File: config.mk
export PLATFORM = sky130hd
export DESIGN_NAME = arith_sequencer
export DESIGN_NICKNAME = d
export VERILOG_FILES = /design/src/rtl/arith_seq_pkg.sv /design/src/rtl/iter_muldiv_core.sv /design/src/rtl/arith_sequencer.sv
export SDC_FILE = /design/constraint.sdc
export NUM_CORES = 1
export LEC_CHECK = 0
export BUFFER_PORTS_ARGS = -buffer_cell sky130_fd_sc_hd__buf_4
export CORE_MARGIN = 10
export CORE_UTILIZATION = 35
export DETAILED_ROUTE_END_ITERATION = 16
export HOLD_SLACK_MARGIN = 0.15
export PLACE_DENSITY = 0.54
export SLEW_MARGIN = 20
export SYNTH_ARGS = -nofsm -noshare
export SYNTH_HDL_FRONTEND = slang
export SYNTH_SLANG_ARGS = --single-unit
File: constraint.sdc
create_clock -name clk -period 4.65 [get_ports clk]
set_input_delay 0.93 -clock clk [delete_from_list [all_inputs] [get_ports clk]]
set_output_delay 0.93 -clock clk [all_outputs]
set_load 0.02 [all_outputs]
File: src/rtl/arith_seq_pkg.sv
// rtl/arith_seq_pkg.sv - shared types and helpers for the arithmetic sequencer
// Purpose: operation and FSM state encodings, plus the slot-to-operation mapping.
// Ports: none (package).
package arith_seq_pkg;

  typedef enum logic [1:0] {OP_ADD, OP_SUB, OP_MUL, OP_DIV} op_t;

  typedef enum logic [2:0] {IDLE, ADDR_A, ADDR_B, LOAD, EXEC, OUT, DONE} state_t;

  // Operations rotate through ADD, SUB, MUL, DIV as the slot index advances.
  function automatic op_t op_of_slot(input int unsigned k);
    logic [1:0] low;
    low = k[1:0];
    return op_t'(low);
  endfunction

endpackage

File: src/rtl/iter_muldiv_core.sv
// rtl/iter_muldiv_core.sv - iterative shift-add multiplier and restoring divider
// Purpose: one multiplier bit (LSB first) or one quotient bit (MSB first) per cycle.
// Ports: clk, rst_n; load/op/a/b start an operation; busy while iterating;
//        fin marks the final iteration cycle, during which result/rem already
//        show the finished values (so the caller can register them that edge).
module iter_muldiv_core
  import arith_seq_pkg::*;
#(
  parameter int WIDTH = 8
) (
  input  logic               clk,
  input  logic               rst_n,
  input  logic               load,
  input  op_t                op,
  input  logic [WIDTH-1:0]   a,
  input  logic [WIDTH-1:0]   b,
  output logic               busy,
  output logic               fin,
  output logic [2*WIDTH-1:0] result,
  output logic [WIDTH-1:0]   rem
);

  localparam int CW = $clog2(WIDTH + 1);

  logic               run_q, run_d;
  logic               div_q, div_d;
  logic [CW-1:0]      cnt_q, cnt_d;
  logic [2*WIDTH-1:0] acc_q, acc_d;
  logic [2*WIDTH-1:0] mcand_q, mcand_d;
  // Holds the multiplier for MUL, and the dividend shifting into the quotient for DIV.
  logic [WIDTH-1:0]   mplier_q, mplier_d;
  logic [WIDTH-1:0]   rem_q, rem_d;
  logic [WIDTH-1:0]   dvsr_q, dvsr_d;

  logic [2*WIDTH-1:0] prod_step;
  logic [WIDTH:0]     trial, trial_sub;
  logic               ge;
  logic [WIDTH-1:0]   rem_step, quo_step;

  always_comb begin
    prod_step = acc_q + (mplier_q[0] ? mcand_q : '0);
    trial     = {rem_q, mplier_q[WIDTH-1]};
    trial_sub = trial - {1'b0, dvsr_q};
    ge        = (trial >= {1'b0, dvsr_q});
    rem_step  = ge ? trial_sub[WIDTH-1:0] : trial[WIDTH-1:0];
    quo_step  = (mplier_q << 1) | WIDTH'(ge);

    fin    = (cnt_q == CW'(WIDTH - 1));
    busy   = run_q;
    result = div_q ? {{WIDTH{1'b0}}, quo_step} : prod_step;
    rem    = div_q ? rem_step : '0;

    run_d    = run_q;
    div_d    = div_q;
    cnt_d    = cnt_q;
    acc_d    = acc_q;
    mcand_d  = mcand_q;
    mplier_d = mplier_q;
    rem_d    = rem_q;
    dvsr_d   = dvsr_q;

    if (load) begin
      run_d    = 1'b1;
      div_d    = (op == OP_DIV);
      cnt_d    = '0;
      acc_d    = '0;
      mcand_d  = {{WIDTH{1'b0}}, a};
      mplier_d = (op == OP_DIV) ? a : b;
      rem_d    = '0;
      dvsr_d   = b;
    end else if (run_q) begin
      cnt_d = cnt_q + CW'(1);
      if (div_q) begin
        rem_d    = rem_step;
        mplier_d = quo_step;
      end else begin
        acc_d    = prod_step;
        mcand_d  = mcand_q << 1;
        mplier_d = mplier_q >> 1;
      end
      if (fin) begin
        run_d = 1'b0;
      end
    end
  end

  always_ff @(posedge clk) begin
    if (!rst_n) begin
      run_q    <= 1'b0;
      div_q    <= 1'b0;
      cnt_q    <= '0;
      acc_q    <= '0;
      mcand_q  <= '0;
      mplier_q <= '0;
      rem_q    <= '0;
      dvsr_q   <= '0;
    end else begin
      run_q    <= run_d;
      div_q    <= div_d;
      cnt_q    <= cnt_d;
      acc_q    <= acc_d;
      mcand_q  <= mcand_d;
      mplier_q <= mplier_d;
      rem_q    <= rem_d;
      dvsr_q   <= dvsr_d;
    end
  end

endmodule

File: src/rtl/arith_sequencer.sv
// rtl/arith_sequencer.sv - ROM-driven four-operation calculator sequencer
// Purpose: fetches NUM_OPS operand pairs from a synchronous ROM, runs
//          ADD/SUB/MUL/DIV in slot order and presents each result on a
//          valid/ready port.
// Ports: clk, rst_n (sync active-low); start; rom_addr/rom_data (1-cycle ROM);
//        res_valid/res_ready handshake with res_op, res_value, res_rem,
//        res_neg, res_div0; busy (not IDLE); done (one-cycle end-of-run pulse).
module arith_sequencer
  import arith_seq_pkg::*;
#(
  parameter int WIDTH     = 8,
  parameter int NUM_OPS   = 4,
  parameter int ADDR_W    = 9,
  parameter int BASE_ADDR = 0
) (
  input  logic               clk,
  input  logic               rst_n,
  input  logic               start,
  output logic [ADDR_W-1:0]  rom_addr,
  input  logic [WIDTH-1:0]   rom_data,
  output logic               res_valid,
  input  logic               res_ready,
  output logic [1:0]         res_op,
  output logic [2*WIDTH-1:0] res_value,
  output logic [WIDTH-1:0]   res_rem,
  output logic               res_neg,
  output logic               res_div0,
  output logic               busy,
  output logic               done
);

  localparam int KW = $clog2(NUM_OPS + 1);
  localparam int RW = 2 * WIDTH;

  state_t             state_q, state_d;
  logic [KW-1:0]      k_q, k_d;
  logic [WIDTH-1:0]   a_q, a_d, b_q, b_d;
  op_t                op_q, op_d;
  logic [ADDR_W-1:0]  rom_addr_q, rom_addr_d;
  logic               res_valid_q, res_valid_d;
  op_t                res_op_q, res_op_d;
  logic [RW-1:0]      res_value_q, res_value_d;
  logic [WIDTH-1:0]   res_rem_q, res_rem_d;
  logic               res_neg_q, res_neg_d;
  logic               res_div0_q, res_div0_d;
  logic               busy_q, busy_d;
  logic               done_q, done_d;

  logic               core_load, core_busy, core_fin;
  logic [RW-1:0]      core_result;
  logic [WIDTH-1:0]   core_rem;

  op_t                op_k;
  logic [KW-1:0]      k_inc;
  logic [ADDR_W-1:0]  addr_a, addr_next;

  logic               ex_fin, ex_neg, ex_div0;
  logic [RW-1:0]      ex_val;
  logic [WIDTH-1:0]   ex_rem;

  iter_muldiv_core #(.WIDTH(WIDTH)) u_core (
    .clk    (clk),
    .rst_n  (rst_n),
    .load   (core_load),
    .op     (op_k),
    .a      (a_q),
    .b      (rom_data),
    .busy   (core_busy),
    .fin    (core_fin),
    .result (core_result),
    .rem    (core_rem)
  );

  always_comb begin
    op_k      = op_of_slot(32'(k_q));
    k_inc     = k_q + KW'(1);
    addr_a    = ADDR_W'(BASE_ADDR) + ADDR_W'({k_q, 1'b0});
    addr_next = ADDR_W'(BASE_ADDR) + ADDR_W'({k_inc, 1'b0});
  end

  // Result of the EXEC state; ADD, SUB and divide-by-zero finish in one cycle.
  always_comb begin
    ex_fin  = 1'b0;
    ex_val  = '0;
    ex_rem  = '0;
    ex_neg  = 1'b0;
    ex_div0 = 1'b0;
    case (op_q)
      OP_ADD: begin
        ex_fin = 1'b1;
        ex_val = RW'(a_q) + RW'(b_q);
      end
      OP_SUB: begin
        // Wrapping at 2*WIDTH equals the sign-extended WIDTH+1 bit difference.
        ex_fin = 1'b1;
        ex_val = RW'(a_q) - RW'(b_q);
        ex_neg = (a_q < b_q);
      end
      OP_MUL: begin
        ex_fin = core_busy && core_fin;
        ex_val = core_result;
      end
      OP_DIV: begin
        if (b_q == '0) begin
          ex_fin  = 1'b1;
          ex_rem  = a_q;
          ex_div0 = 1'b1;
        end else begin
          ex_fin = core_busy && core_fin;
          ex_val = core_result;
          ex_rem = core_rem;
        end
      end
    endcase
  end

  always_comb begin
    state_d     = state_q;
    k_d         = k_q;
    a_d         = a_q;
    b_d         = b_q;
    op_d        = op_q;
    rom_addr_d  = rom_addr_q;
    res_valid_d = res_valid_q;
    res_op_d    = res_op_q;
    res_value_d = res_value_q;
    res_rem_d   = res_rem_q;
    res_neg_d   = res_neg_q;
    res_div0_d  = res_div0_q;
    done_d      = 1'b0;
    core_load   = 1'b0;

    case (state_q)
      IDLE: begin
        if (start) begin
          state_d    = ADDR_A;
          rom_addr_d = addr_a;
        end
      end
      ADDR_A: begin
        rom_addr_d = addr_a + ADDR_W'(1);
        state_d    = ADDR_B;
      end
      ADDR_B: begin
        a_d     = rom_data;
        state_d = LOAD;
      end
      LOAD: begin
        b_d       = rom_data;
        op_d      = op_k;
        core_load = (op_k == OP_MUL) || ((op_k == OP_DIV) && (rom_data != '0));
        state_d   = EXEC;
      end
      EXEC: begin
        if (ex_fin) begin
          res_valid_d = 1'b1;
          res_op_d    = op_q;
          res_value_d = ex_val;
          res_rem_d   = ex_rem;
          res_neg_d   = ex_neg;
          res_div0_d  = ex_div0;
          state_d     = OUT;
        end
      end
      OUT: begin
        // res_valid is always high here, so res_ready alone completes the handshake.
        if (res_ready) begin
          res_valid_d = 1'b0;
          k_d         = k_inc;
          if (k_inc == KW'(NUM_OPS)) begin
            state_d = DONE;
            done_d  = 1'b1;
          end else begin
            state_d    = ADDR_A;
            rom_addr_d = addr_next;
          end
        end
      end
      DONE: begin
        k_d        = '0;
        rom_addr_d = ADDR_W'(BASE_ADDR);
        state_d    = IDLE;
      end
      default: state_d = IDLE;
    endcase

    busy_d = (state_d != IDLE);
  end

  always_ff @(posedge clk) begin
    if (!rst_n) begin
      state_q     <= IDLE;
      k_q         <= '0;
      a_q         <= '0;
      b_q         <= '0;
      op_q        <= OP_ADD;
      rom_addr_q  <= ADDR_W'(BASE_ADDR);
      res_valid_q <= 1'b0;
      res_op_q    <= OP_ADD;
      res_value_q <= '0;
      res_rem_q   <= '0;
      res_neg_q   <= 1'b0;
      res_div0_q  <= 1'b0;
      busy_q      <= 1'b0;
      done_q      <= 1'b0;
    end else begin
      state_q     <= state_d;
      k_q         <= k_d;
      a_q         <= a_d;
      b_q         <= b_d;
      op_q        <= op_d;
      rom_addr_q  <= rom_addr_d;
      res_valid_q <= res_valid_d;
      res_op_q    <= res_op_d;
      res_value_q <= res_value_d;
      res_rem_q   <= res_rem_d;
      res_neg_q   <= res_neg_d;
      res_div0_q  <= res_div0_d;
      busy_q      <= busy_d;
      done_q      <= done_d;
    end
  end

  assign rom_addr  = rom_addr_q;
  assign res_valid = res_valid_q;
  assign res_op    = res_op_q;
  assign res_value = res_value_q;
  assign res_rem   = res_rem_q;
  assign res_neg   = res_neg_q;
  assign res_div0  = res_div0_q;
  assign busy      = busy_q;
  assign done      = done_q;

endmodule

## Word level (Yosys, flattened, before mapping)

Index checks and enable logic that the tools add are counted.

- Register bits: 126
- Input bits: 12
- Output and inout port bits: 40

- Add/subtract/negate cells: 7
- $lt $le $gt $ge: 2
- Equality and inequality tests: 18
- Mux-type cells: 39
- Bitwise gates (word level): 3
- Reduce and logical (&&, ||, !) cells: 22

Operators by type and width:

| kind | count |
|---|---|
| two-way mux 8 bit | 11 |
| case mux 16 bit (4 select lines) | 1 |
| two-way mux 16 bit | 3 |
| case mux 9 bit (4 select lines) | 1 |
| two-way mux 9 bit | 3 |
| case mux 3 bit (6 select lines) | 1 |
| adder 16 bit | 1 |
| two-way mux 3 bit | 5 |
| equality test 3 bit, second input constant | 4 |
| two-way mux 1 bit | 11 |
| != test 2 bit, second input constant | 5 |
| AND reduction 2 bit | 5 |
| adder 8 x 8 -> 9 bit | 1 |
| greater-or-equal comparator 9 x 8 -> 1 bit | 1 |
| subtractor 8 x 8 -> 9 bit | 1 |
| equality test 2 bit, second input constant | 4 |
| logical NOT 8 bit | 1 |
| less-than comparator 8 bit | 1 |
| bitwise OR 8 x 1 -> 8 bit | 1 |
| nonzero test 8 bit | 1 |
| subtractor 8 bit | 1 |
| equality test 3 x 2 -> 1 bit, second input constant | 2 |
| case mux 3 bit (2 select lines) | 1 |
| AND reduction 3 bit | 2 |
| other kinds (18) | 23 |

## Longest topological paths before layout

- Depth after elaboration: 7
- Mapped depth: 11
- Gate-level depth less buffers: 10

## Modules after synthesis

Synthesis repeated with hierarchy kept, for this count alone.

- Cells, all modules: 961
- Area, all modules: 7449.6 um^2

Modules (own cells, without submodules):

| module | times used | cells each | area each (um^2) | sequential area each (um^2) |
|---|---|---|---|---|
| iter_muldiv_core | 1 | 531 | 4002.6 | 1241.2 |
| arith_sequencer | 1 | 430 | 3447.1 | 1181.1 |

## Worst setup path before layout

Ideal clock, no wire load.

- Path kind: register to register
- Start: register u_core.mplier_q[0]
- End: register res_value_q[15], in the netlist res_value[15]
- Library setup time: 0.122 ns
- Data arrival time: 2.455 ns
- Required time: 4.528 ns
- Path slack: 2.073 ns
- Cell stages (with the launch flop): 12
- Path buffers: 3
- Cells stage by stage: dfxtp_1 -> clkbuf_1 -> clkbuf_1 -> and2_1 -> ha_1 -> clkbuf_1 -> a21o_1 -> a31o_2 -> a221oi_1 -> o21ai_1 -> xnor2_1 -> a221o_1

- Cells in the longest elaborated chain, start to end: 5

Ends and longest elaborated chain:

| item | line | source |
|---|---|---|
| start, declared | iter_muldiv_core.sv:31 | `logic [WIDTH-1:0] mplier_q, mplier_d;` |
| start signal, assigned | iter_muldiv_core.sv:103 | `mplier_q <= mplier_d;` |
| two-way mux 16 bit (*) | iter_muldiv_core.sv:41 | `prod_step = acc_q + (mplier_q[0] ? mcand_q : '0);` |
| adder 16 bit (*) | iter_muldiv_core.sv:41 |  |
| two-way mux 16 bit (*) | iter_muldiv_core.sv:50 | `result = div_q ? {{WIDTH{1'b0}}, quo_step} : prod_step;` |
| two-way mux 16 bit | arith_sequencer.sv:104 | `if (b_q == '0) begin` |
| case mux 16 bit (4 select lines) (*) | arith_sequencer.sv:88 | `case (op_q)` |
| end signal, assigned | arith_sequencer.sv:215 | `res_value_q <= res_value_d;` |
| end, declared | arith_sequencer.sv:42 | `logic [RW-1:0] res_value_q, res_value_d;` |

Mark *: on every way between the ends. The rest lies on a longest branch, timed or not.
A chain may end at the register's enable or synchronous reset.

## Worst setup path after layout

- Start: register u_core.mplier_q[0]
- End: register res_value_q[12], in the netlist res_value[12]

The elaborated chain is that of the path after synthesis.

==> reports/results.md <==
### Run status
- status: completed

### Timing
- Setup violations, final: 0
- Least-Margin Pin Slew: 1100 ps
- hold_ws: 455 ps
- fmax: 339 MHz
- Setup WS post-layout: 1700 ps
- Slew headroom: 26.6%
- count of endpoints failing hold in the final timing report: 0
- fin crit share: 63.5%
- fin crit period: 2950 ps
- Post-Route Skew: 9.48 ps
- Total Negative Setup Slacks: 0 ps
- max-slew violation total from the final report: 0
- RSZ-0062 raised after global routing: false

### Die
- number of top-level pins: 52
- full die area: 27,300 sq um
- core area: 20,900 sq um
- Rows: 53
- Starting Density: 35.4%
- die height: 165 um
- chip width: 165 um

### Final layout
- Non-Filler Instances: 1,219
- nets@finish: 991
- layout overhead on the synthesized area: 14.8%
- count of filler cells inserted in the layout: 2,128
- antenna fix cells: 0
- fraction of layout instances using a drive strength above 1: 12.2%

### Clocking
- number of hold buffers added after CTS: 0
- clock tree root buffer cell: clkbuf_16
- CTS sink count: 121
- Max clock buf depth: 2
- CTS Buf Count: 17
- number of gates resized after CTS: 0
- H-tree depth: 4
- number of setup buffers added after CTS: 0
- clock transition time at the flip-flop clock pins of the worst setup and hold paths: 60 ps
- worst-skew pair later-pin latency: 420 ps
- TritonCTS clock tree: yes

### Synth
- number of synthesized flops with an enable pin: 0
- most frequent cells after synthesis: nand2_1 (129), dfxtp_1 (121), a21oi_1 (78), nor2_1 (75), ha_1 (43)
- Post-synth ARST share: 0%
- part of the Yosys area used for sequential elements: 32.8%
- share of the synthesized area in the top cell type: 32.8%
- Syn. warnings: 0
- largest cells by area after synthesis: dfxtp_1 (33%), ha_1 (7.3%), nand2_1 (6.6%)
- most frequently used cell type in the post-synthesis netlist: nand2_1
- post-synth top area cell: dfxtp_1
- Seq cells post-synth: 121
- average cell area after synthesis: 8.11 sq um
- post-synth design cell area: 7390 sq um
- dominant synthesized flop cell: dfxtp_1
- Yosys cell types: 77
- number of instances in the synthesized netlist: 911

### Place
- I/O Buffers: 46
- Placed Cells incl. Taps: 1,188
- Worst Setup Slack post-DPL: 1540 ps
- final estimated routing congestion in global placement: 0.834
- HPWL after detailed placement: 16.0 mm

### Pwr
- leakage power summed over all cells: 3.24 nW
- Power Total: 2.70 mW
- power density over the cells: 319 nW/um^2
- Max VDD drop: 0.000229 V

### Detailed routing
- DRT antenna net count: 0
- total wirelength of the detailed-routed design: 21.9 mm
- via density per instance: 5.36
- count of unresolved DRC violations after routing: 0
- DR vias: 6,530
- Iter 0 DRT Violations: 494
- routed length per instance: 17.9 um
- DR pass1 iterations: 5

### Worst setup path
- crit-path max cell delay: 690 ps
- cell with the biggest individual delay on the critical path: dfxtp_1
- endpoint required time on the critical path: 4960 ps
- WP data arrival: 3260 ps
- highest fanout seen on the critical path: 19
- critical path type: reg2reg
- type of destination of the critical path: flip-flop
- CP startpoint kind: flip-flop
- crit path cell chain: and2_1 > ha_1 > inv_1 > fa_1 > nor2b_1 > o22a_1 > a21oi_1 > a31oi_1 > xor2_1 > a221o_1

### GRT
- final global-route overflow total: 0
- overall fraction of global-route tracks in use: 16.2%
- largest net degree at the start of global routing: 56
- number of antenna violations at the first check in global routing: 0
- wire length of the first global-routing pass: 34.5 mm
- via count of the first global-routing pass: 6,254

### Job
- Max-Cap Viols: 0

### Worst hold path
- Min-Delay Path Class: reg2reg

-- through the flow --
| step | instance area (sq um) | utilization, % |
|---|---|---|
| floorplan | 7410 | - |
| global placement | 7900 | 37.8 |
| detailed placement | 7900 | 37.8 |
| CTS | 8480 | 40.6 |
| global route | 8490 | 40.6 |
| finish | 8490 | 40.6 |
-- sequential cells by signal, indices dropped and copies added (netlist names), 2 cells and up --
signal and cells:
u_core.dvsr_q 8, res_rem 8, res_op 2, u_core.rem_q 8, res_value 16, u_core.mplier_q 8, u_core.cnt_q 4, rom_addr 4
k_q 3, op_q 2, a_q 8, b_q 8, state_q 3, u_core.mcand_q 16, u_core.acc_q 16
-- layer usage --
layer	share of wire [%]	vias to the layer above	track usage (%)
li1	-	3283	-
met1	47	3084	20.7
met2	46	134	26.0
met3	5.0	29	4.09
met4	2.0	0	5.15
met5	0	-	0
-- placed cells by master (no fill, tap or decap), types with 19 or more instances in the layout --
cell | synthesis | layout
buf_4 | 8 | 56
and2_1 | 19 | 19
nor2_1 | 75 | 74
dfxtp_1 | 121 | 121
a21oi_1 | 78 | 77
a211oi_1 | 23 | 23
mux2i_1 | 23 | 23
nand2_1 | 129 | 129
o21ai_0 | 42 | 42
ha_1 | 43 | 43
inv_1 | 34 | 34
nand3_1 | 23 | 23
-- worst max-delay path, delay by kind of cell (launching register included) --
family / cells / cell delay, ps
AO/OA/AOI/OAI: 4 / 1010
XOR/XNOR: 1 / 130
adder cells (fa/ha/maj): 2 / 570
buffers and inverters: 1 / 50
flip-flops: 1 / 690
AND/OR/NAND/NOR: 2 / 390
-- power breakdown --
group          internal (mW)  switching, mW  total, mW
combinational          0.106          0.161      0.267
clock                  0.837          0.493       1.33
sequential              1.06         0.0465       1.11
-- logic make-up after synthesis --
kind of cell    synth area share (%)
compound gates                  23.5
simple gates                    22.9
buf+inv                         5.57
xor+xnor                        3.56
mux                             3.27
other cells                   0.0507
flops                           32.8
fa+ha+maj                       8.36
-- area by class of cell --
class	count	area (sq um)	area share, %
Clock buffer	19	433	5.10
Clock inverter	12	151	1.78
Inverter	36	135	1.59
Multi-Input combinational cell	700	4580	54.0
Sequential cell	121	2420	28.5
Tap cell	275	344	4.05
Timing Repair Buffer	56	420	4.95
-- path summary, 6_finish.rpt --
check | from | endpoint | slack [ps] | depth (start not counted)
max | u_core.mplier_q[0] | res_value[12] | 1700 | 10
min | u_core.dvsr_q[2] | u_core.dvsr_q[2] | 460 | 2
max reg2reg | u_core.mplier_q[0] | res_value[12] | 1700 | 10
min reg2reg | u_core.dvsr_q[2] | u_core.dvsr_q[2] | 460 | 2
Power figures use the tool's default switching activity.
